<file path="src/rtl/seq_detect_ctrl.sv">
// seq_detect_ctrl: word-level scan engine around a programmable Mealy
// bit-pattern detector. A start handshake captures a data word, a pattern
// and an overlap mode. The word is then fed to the detector MSB-first, one
// bit per clock. The block counts matches (saturating) and records the bit
// position of the first match. A one-cycle done pulse reports completion.
module seq_detect_ctrl #(
  parameter  int DATA_W = 16,
  parameter  int PAT_W  = 4,
  parameter  int CNT_W  = 5,
  localparam int IDX_W  = $clog2(DATA_W)
) (
  input  logic              clk,
  input  logic              rst,
  input  logic              start,
  input  logic [DATA_W-1:0] data_in,
  input  logic [PAT_W-1:0]  pattern,
  input  logic              overlap,
  output logic              busy,
  output logic              done,
  output logic              ser_bit,
  output logic              match,
  output logic [CNT_W-1:0]  match_count,
  output logic              found,
  output logic [IDX_W-1:0]  first_pos
);

  // hist_valid counts up to PAT_W-1, the number of history bits needed
  // before a full window exists.
  localparam int                HV_W     = $clog2(PAT_W);
  localparam logic [HV_W-1:0]   HV_MAX   = HV_W'(PAT_W - 1);
  localparam logic [IDX_W-1:0]  IDX_LAST = IDX_W'(DATA_W - 1);

  typedef enum logic [1:0] {
    S_IDLE,
    S_SHIFT,
    S_DONE
  } state_e;

  state_e             state_q, state_d;
  logic [DATA_W-1:0]  data_q, data_d;
  logic [PAT_W-1:0]   pat_q, pat_d;
  logic               ovl_q, ovl_d;
  logic [PAT_W-2:0]   hist_q, hist_d;
  logic [HV_W-1:0]    hv_q, hv_d;
  logic [IDX_W-1:0]   idx_q, idx_d;
  logic [CNT_W-1:0]   count_q, count_d;
  logic               found_q, found_d;
  logic [IDX_W-1:0]   first_q, first_d;

  logic               ser_w;
  logic               match_w;
  logic [PAT_W-1:0]   window;

  // Detector datapath: the current serial bit and the Mealy match.
  always_comb begin
    ser_w   = 1'b0;
    if (state_q == S_SHIFT) begin
      ser_w = data_q[IDX_LAST - idx_q];
    end
    window  = {hist_q, ser_w};
    match_w = (state_q == S_SHIFT) && (hv_q >= HV_MAX) && (window == pat_q);
  end

  // Next-state logic for the scan sequencer and the result registers.
  always_comb begin
    // NOTE: every variable gets a default here, so no path through the case
    // can leave one unassigned and infer a latch.
    state_d = state_q;
    data_d  = data_q;
    pat_d   = pat_q;
    ovl_d   = ovl_q;
    hist_d  = hist_q;
    hv_d    = hv_q;
    idx_d   = idx_q;
    count_d = count_q;
    found_d = found_q;
    first_d = first_q;

    unique case (state_q)
      S_IDLE: begin
        if (start) begin
          data_d  = data_in;
          pat_d   = pattern;
          ovl_d   = overlap;
          hist_d  = '0;
          hv_d    = '0;
          idx_d   = '0;
          count_d = '0;
          found_d = 1'b0;
          first_d = '0;
          state_d = S_SHIFT;
        end
      end

      S_SHIFT: begin
        hist_d = window[PAT_W-2:0];
        // Non-overlapping mode discards the history, so the next match
        // needs PAT_W fresh bits.
        if (match_w && !ovl_q) begin
          hv_d = '0;
        end else if (hv_q != HV_MAX) begin
          hv_d = hv_q + HV_W'(1);
        end
        if (match_w) begin
          if (count_q != '1) begin
            count_d = count_q + CNT_W'(1);
          end
          if (!found_q) begin
            found_d = 1'b1;
            first_d = idx_q;
          end
        end
        if (idx_q == IDX_LAST) begin
          state_d = S_DONE;
        end else begin
          idx_d = idx_q + IDX_W'(1);
        end
      end

      S_DONE: begin
        state_d = S_IDLE;
      end

      default: begin
        state_d = S_IDLE;
      end
    endcase
  end

  // State and datapath registers with synchronous reset.
  always_ff @(posedge clk) begin
    // NOTE: non-blocking assignments keep every flop sampling the pre-edge
    // values, independent of the statement order.
    if (rst) begin
      state_q <= S_IDLE;
      data_q  <= '0;
      pat_q   <= '0;
      ovl_q   <= 1'b0;
      hist_q  <= '0;
      hv_q    <= '0;
      idx_q   <= '0;
      count_q <= '0;
      found_q <= 1'b0;
      first_q <= '0;
    end else begin
      state_q <= state_d;
      data_q  <= data_d;
      pat_q   <= pat_d;
      ovl_q   <= ovl_d;
      hist_q  <= hist_d;
      hv_q    <= hv_d;
      idx_q   <= idx_d;
      count_q <= count_d;
      found_q <= found_d;
      first_q <= first_d;
    end
  end

  assign busy        = (state_q != S_IDLE);
  assign done        = (state_q == S_DONE);
  assign ser_bit     = ser_w;
  assign match       = match_w;
  assign match_count = count_q;
  assign found       = found_q;
  assign first_pos   = first_q;

endmodule

</file>
<file path="config.mk">
export PLATFORM = sky130hd
export DESIGN_NAME = seq_detect_ctrl
export DESIGN_NICKNAME = d
export VERILOG_FILES = /design/src/rtl/seq_detect_ctrl.sv
export SDC_FILE = /design/constraint.sdc
export NUM_CORES = 1
export LEC_CHECK = 0
export BUFFER_PORTS_ARGS = -buffer_cell sky130_fd_sc_hd__buf_2
export CORE_MARGIN = 2
export CORE_UTILIZATION = 49
export DETAILED_ROUTE_END_ITERATION = 8
export MAX_ROUTING_LAYER = met4
export PLACE_DENSITY = 0.75
export SETUP_SLACK_MARGIN = 0.15
export SKIP_LAST_GASP = 1
export SYNTH_ARGS = -nofsm -noshare
export SYNTH_HDL_FRONTEND = slang
export SYNTH_SLANG_ARGS = --single-unit
</file>
<file path="constraint.sdc">
create_clock -name clk -period 2.03 [get_ports clk]
set_input_delay 0 -clock clk [delete_from_list [all_inputs] [get_ports clk]]
set_output_delay 0 -clock clk [all_outputs]
set_load 0.005 [all_outputs]
</file>
==> results by group <==
Route
  • Total wire length: 4770 um
  • Wirelength per Cell: 13.32 um
  • Via Count: 1914
  • Drt first pass iters: 4
  • First DRT Iteration DRCs: 119
  • Via/cell ratio: 5.346
  • DRC: 0
  • Antenna Nets Post-Route: 0

Worst hold path
  • Hold path cells: 4
  • Tightest Hold Check Type: in -> reg
  • HP Start: start

Floorplanning
  • Die height: 66.75 um
  • Die Wd: 66.75 um
  • Die area: 4456 sq um
  • CORE AREA: 3716 sq um
  • Initial Util: 51.92%
  • # IOs: 38
  • Rows: 22

CTS
  • CTS Root Cell: clkbuf_8
  • TritonCTS clock tree: built
  • Reg clk slew, reported paths: 80 ps
  • H-tree levels: 2
  • Clk_lat worst skew: 290 ps
  • TritonCTS Buffers: 5
  • Clock Sinks: 42
  • Max Root-Sink Buffers: 2

Critical path
  • Worst r2r path cells: 7
  • Worst r2r src: idx_q[0]
  • CP max FO: 5
  • CP endpoint: match_count[3]
  • Worst path slowest cell: mux4_2
  • CP max stage delay: 490 ps
  • R2R setup slack: -130 ps
  • Worst r2r dst: match_count[3]
  • Element type at the critical path end: flip-flop
  • Worst Path Arrival: 2390 ps
  • Setup crit start: idx_q[0]
  • CP Cell Sequence: mux4_2, o211ai_1, buf_4, and3_4, o21ai_4, or4_4, a21oi_2
  • Critical path class: reg -> reg
  • Setup crit start kind: flip-flop
  • Req. time, crit path: 2250 ps

Layout
  • Final cell count without fillers: 358
  • Register area: 844.6 sq um
  • Layout Utilization: 72.05%
  • Ant. Diodes: 0
  • Layout cells sized above 1: 26.45%
  • Area Growth Syn to Fin: 38.78%
  • Footprint of the multi-input gates: 1069 sq um
  • Fillers: 286
  • Nets: 339

STA
  • Unrepaired setup endpoints after global routing: yes
  • Fin. Hold Viols: 0
  • Fmax: 0.4622 GHz
  • Final setup fails: 11
  • Final Max Tran Viols: 0
  • Worst clock skew: 12.56 ps
  • Worst Hold Slack: 230.3 ps
  • Slew @ Worst Pin: 720.2 ps
  • Final min period: 2164 ps
  • Max-Slew Margin vs Limit: 51.99%
  • Final period util: 106.6%
  • Final setup margin: -133.5 ps

Power
  • Max VDD drop: 516.9 uV
  • Power after layout: 1.660 mW
  • Static Leak: 1.107 nW
  • Pwr/cell area: 620.1 nW/um^2

Outcome
  • Status: finished, violations left
  • Failing checks: setup timing

Global routing
  • Largest net degree at the start of global routing: 40
  • Met3 GRT Util: 5.236%
  • GR Util met2: 39.75%
  • GRT Total Usage: 24.08%
  • Vias in the first global route: 1772
  • Congestion Overflow GR: 0
  • Gr busiest metal: met2
  • First-pass GRT wire length: 7955 um
  • Antenna violations before repair: 0
  • GR Layer Usage met1: 29.70%

Synth
  • Synth cell types: 37
  • Mapped Nets: 265
  • Per-instance average area after synthesis: 8.141 sq um
  • Asr flop ratio synth: 0%
  • Post-synth EDFFs: 0
  • Post-synth top flop: dfxtp_1
  • Cells after Synth: 237
  • Flops & latches, synth: 42
  • Syn. warnings: 0
  • Area of the mapped netlist: 1929 sq um
  • Seq/Total Area, Yosys: 43.58%

Placed design
  • GPL Wtd Cong: 0.8282
  • Port Buf Inserts: 37
  • Pre-CTS setup slack: -148.1 ps
  • Inst Count DP: 323
  • DP HPWL: 2955 um

Flow run
  • Max cap viols: 0
[stage by stage]
stage                     cell area, sq um  setup TNS [ps]
after floorplan                       1931          -220.4
after global placement                2247          -144.9
after detailed placement              2247          -436.3
after CTS                             2592          -597.4
after global routing                  2678           -2115
final                                 2678          -693.4
[flip-flops by register name, summed over array words and instances, names as in the netlist]
| signal | count |
|---|---|
| found | 1 |
| idx_q | 4 |
| data_q | 16 |
| match_count | 5 |
| hv_q | 2 |
| ovl_q | 1 |
| first_pos | 4 |
| hist_q | 3 |
| state_q | 2 |
| pat_q | 4 |
[cells in the final DEF, fill, tap and decap left out, types with 5 or more instances in the layout]
cell type / Yosys / final
buf_2: 1 / 37
dlygate4sd3_1: 0 / 21
nor2_1: 15 / 15
a21oi_1: 33 / 30
dfxtp_1: 42 / 41
clkbuf_8: 0 / 6
nand2b_1: 7 / 7
nand2_1: 52 / 52
buf_4: 0 / 22
nand3_1: 7 / 7
inv_1: 5 / 5
[per-layer routing]
metal / vias to the layer above / wire length (um)
met5: - / 0
met4: 0 / 60
met3: 8 / 282
met2: 64 / 2323
met1: 881 / 2103
li1: 961 / -
[logic make-up after synthesis]
logic type	synth area share (%)
buffers and inverters	4.539
AO/OA/AOI/OAI	18.09
multiplexers	4.475
flip-flops	43.58
adder cells (fa/ha/maj)	2.594
AND/OR/NAND/NOR	24.45
XOR/XNOR	2.270
[how the worst min path moves through the flow]
stage / to
CTS: ovl_q
floorplan: data_q[0]
detailed placement: data_q[13]
global route: ovl_q
finish: ovl_q
global placement: data_q[10]
[power breakdown]
part	internal [mW]	total (mW)	switching [mW]
sequential	0.855	0.878	0.0225
combinational	0.122	0.254	0.132
clock	0.262	0.529	0.267
total	1.24	1.66	0.421
[cell type report]
type                       count  share of cell area [%]
timing repair buffer          83                   22.52
tap                           48                   2.243
clock buffer                   6                   3.084
sequential                    42                   31.54
multi-input combinational    174                   39.91
inverter                       5                  0.7009
[worst max-delay path: cells and delay by family (launching register included)]
kind	cells	cell delay [ps]
compound gates	3	390
simple gates	2	680
flops	1	380
mux	1	490
buf+inv	1	160
[cells in the mapped netlist (2+ instances only)]
| cell | count | area, sq um |
|---|---|---|
| nand2b_1 | 7 | 43.79 |
| o31ai_1 | 2 | 15.01 |
| mux2i_1 | 3 | 30.03 |
| nand2_1 | 52 | 195.2 |
| nor3_1 | 4 | 20.02 |
| nand3b_1 | 4 | 30.03 |
| dfxtp_1 | 42 | 840.8 |
| o2bb2ai_1 | 4 | 35.03 |
| clkbuf_1 | 12 | 45.04 |
| ha_1 | 4 | 50.05 |
| nor2b_1 | 3 | 18.77 |
| o21ai_1 | 3 | 15.01 |
| xor2_1 | 4 | 35.03 |
| buf_1 | 2 | 7.510 |
| o2111ai_1 | 2 | 17.52 |
| nand4_1 | 2 | 12.51 |
| or4_1 | 2 | 15.01 |
| a21oi_1 | 33 | 165.2 |
| nand3_1 | 7 | 35.03 |
| a31oi_1 | 4 | 25.02 |
| and3_1 | 2 | 12.51 |
| inv_1 | 5 | 18.77 |
| and2_1 | 2 | 12.51 |
| mux4_2 | 2 | 45.04 |
| o211ai_1 | 4 | 30.03 |
| nor2_1 | 15 | 56.30 |
[timing repair]
action,4_1_cts,5_1_grt
setup endpoints to repair,11,14
endpoints found under the hold margin,21,0
setup buffers,2,6
resized for setup,7,7
hold buffers,21,0
pin swaps,7,11
(Power assumes the default switching activity.)
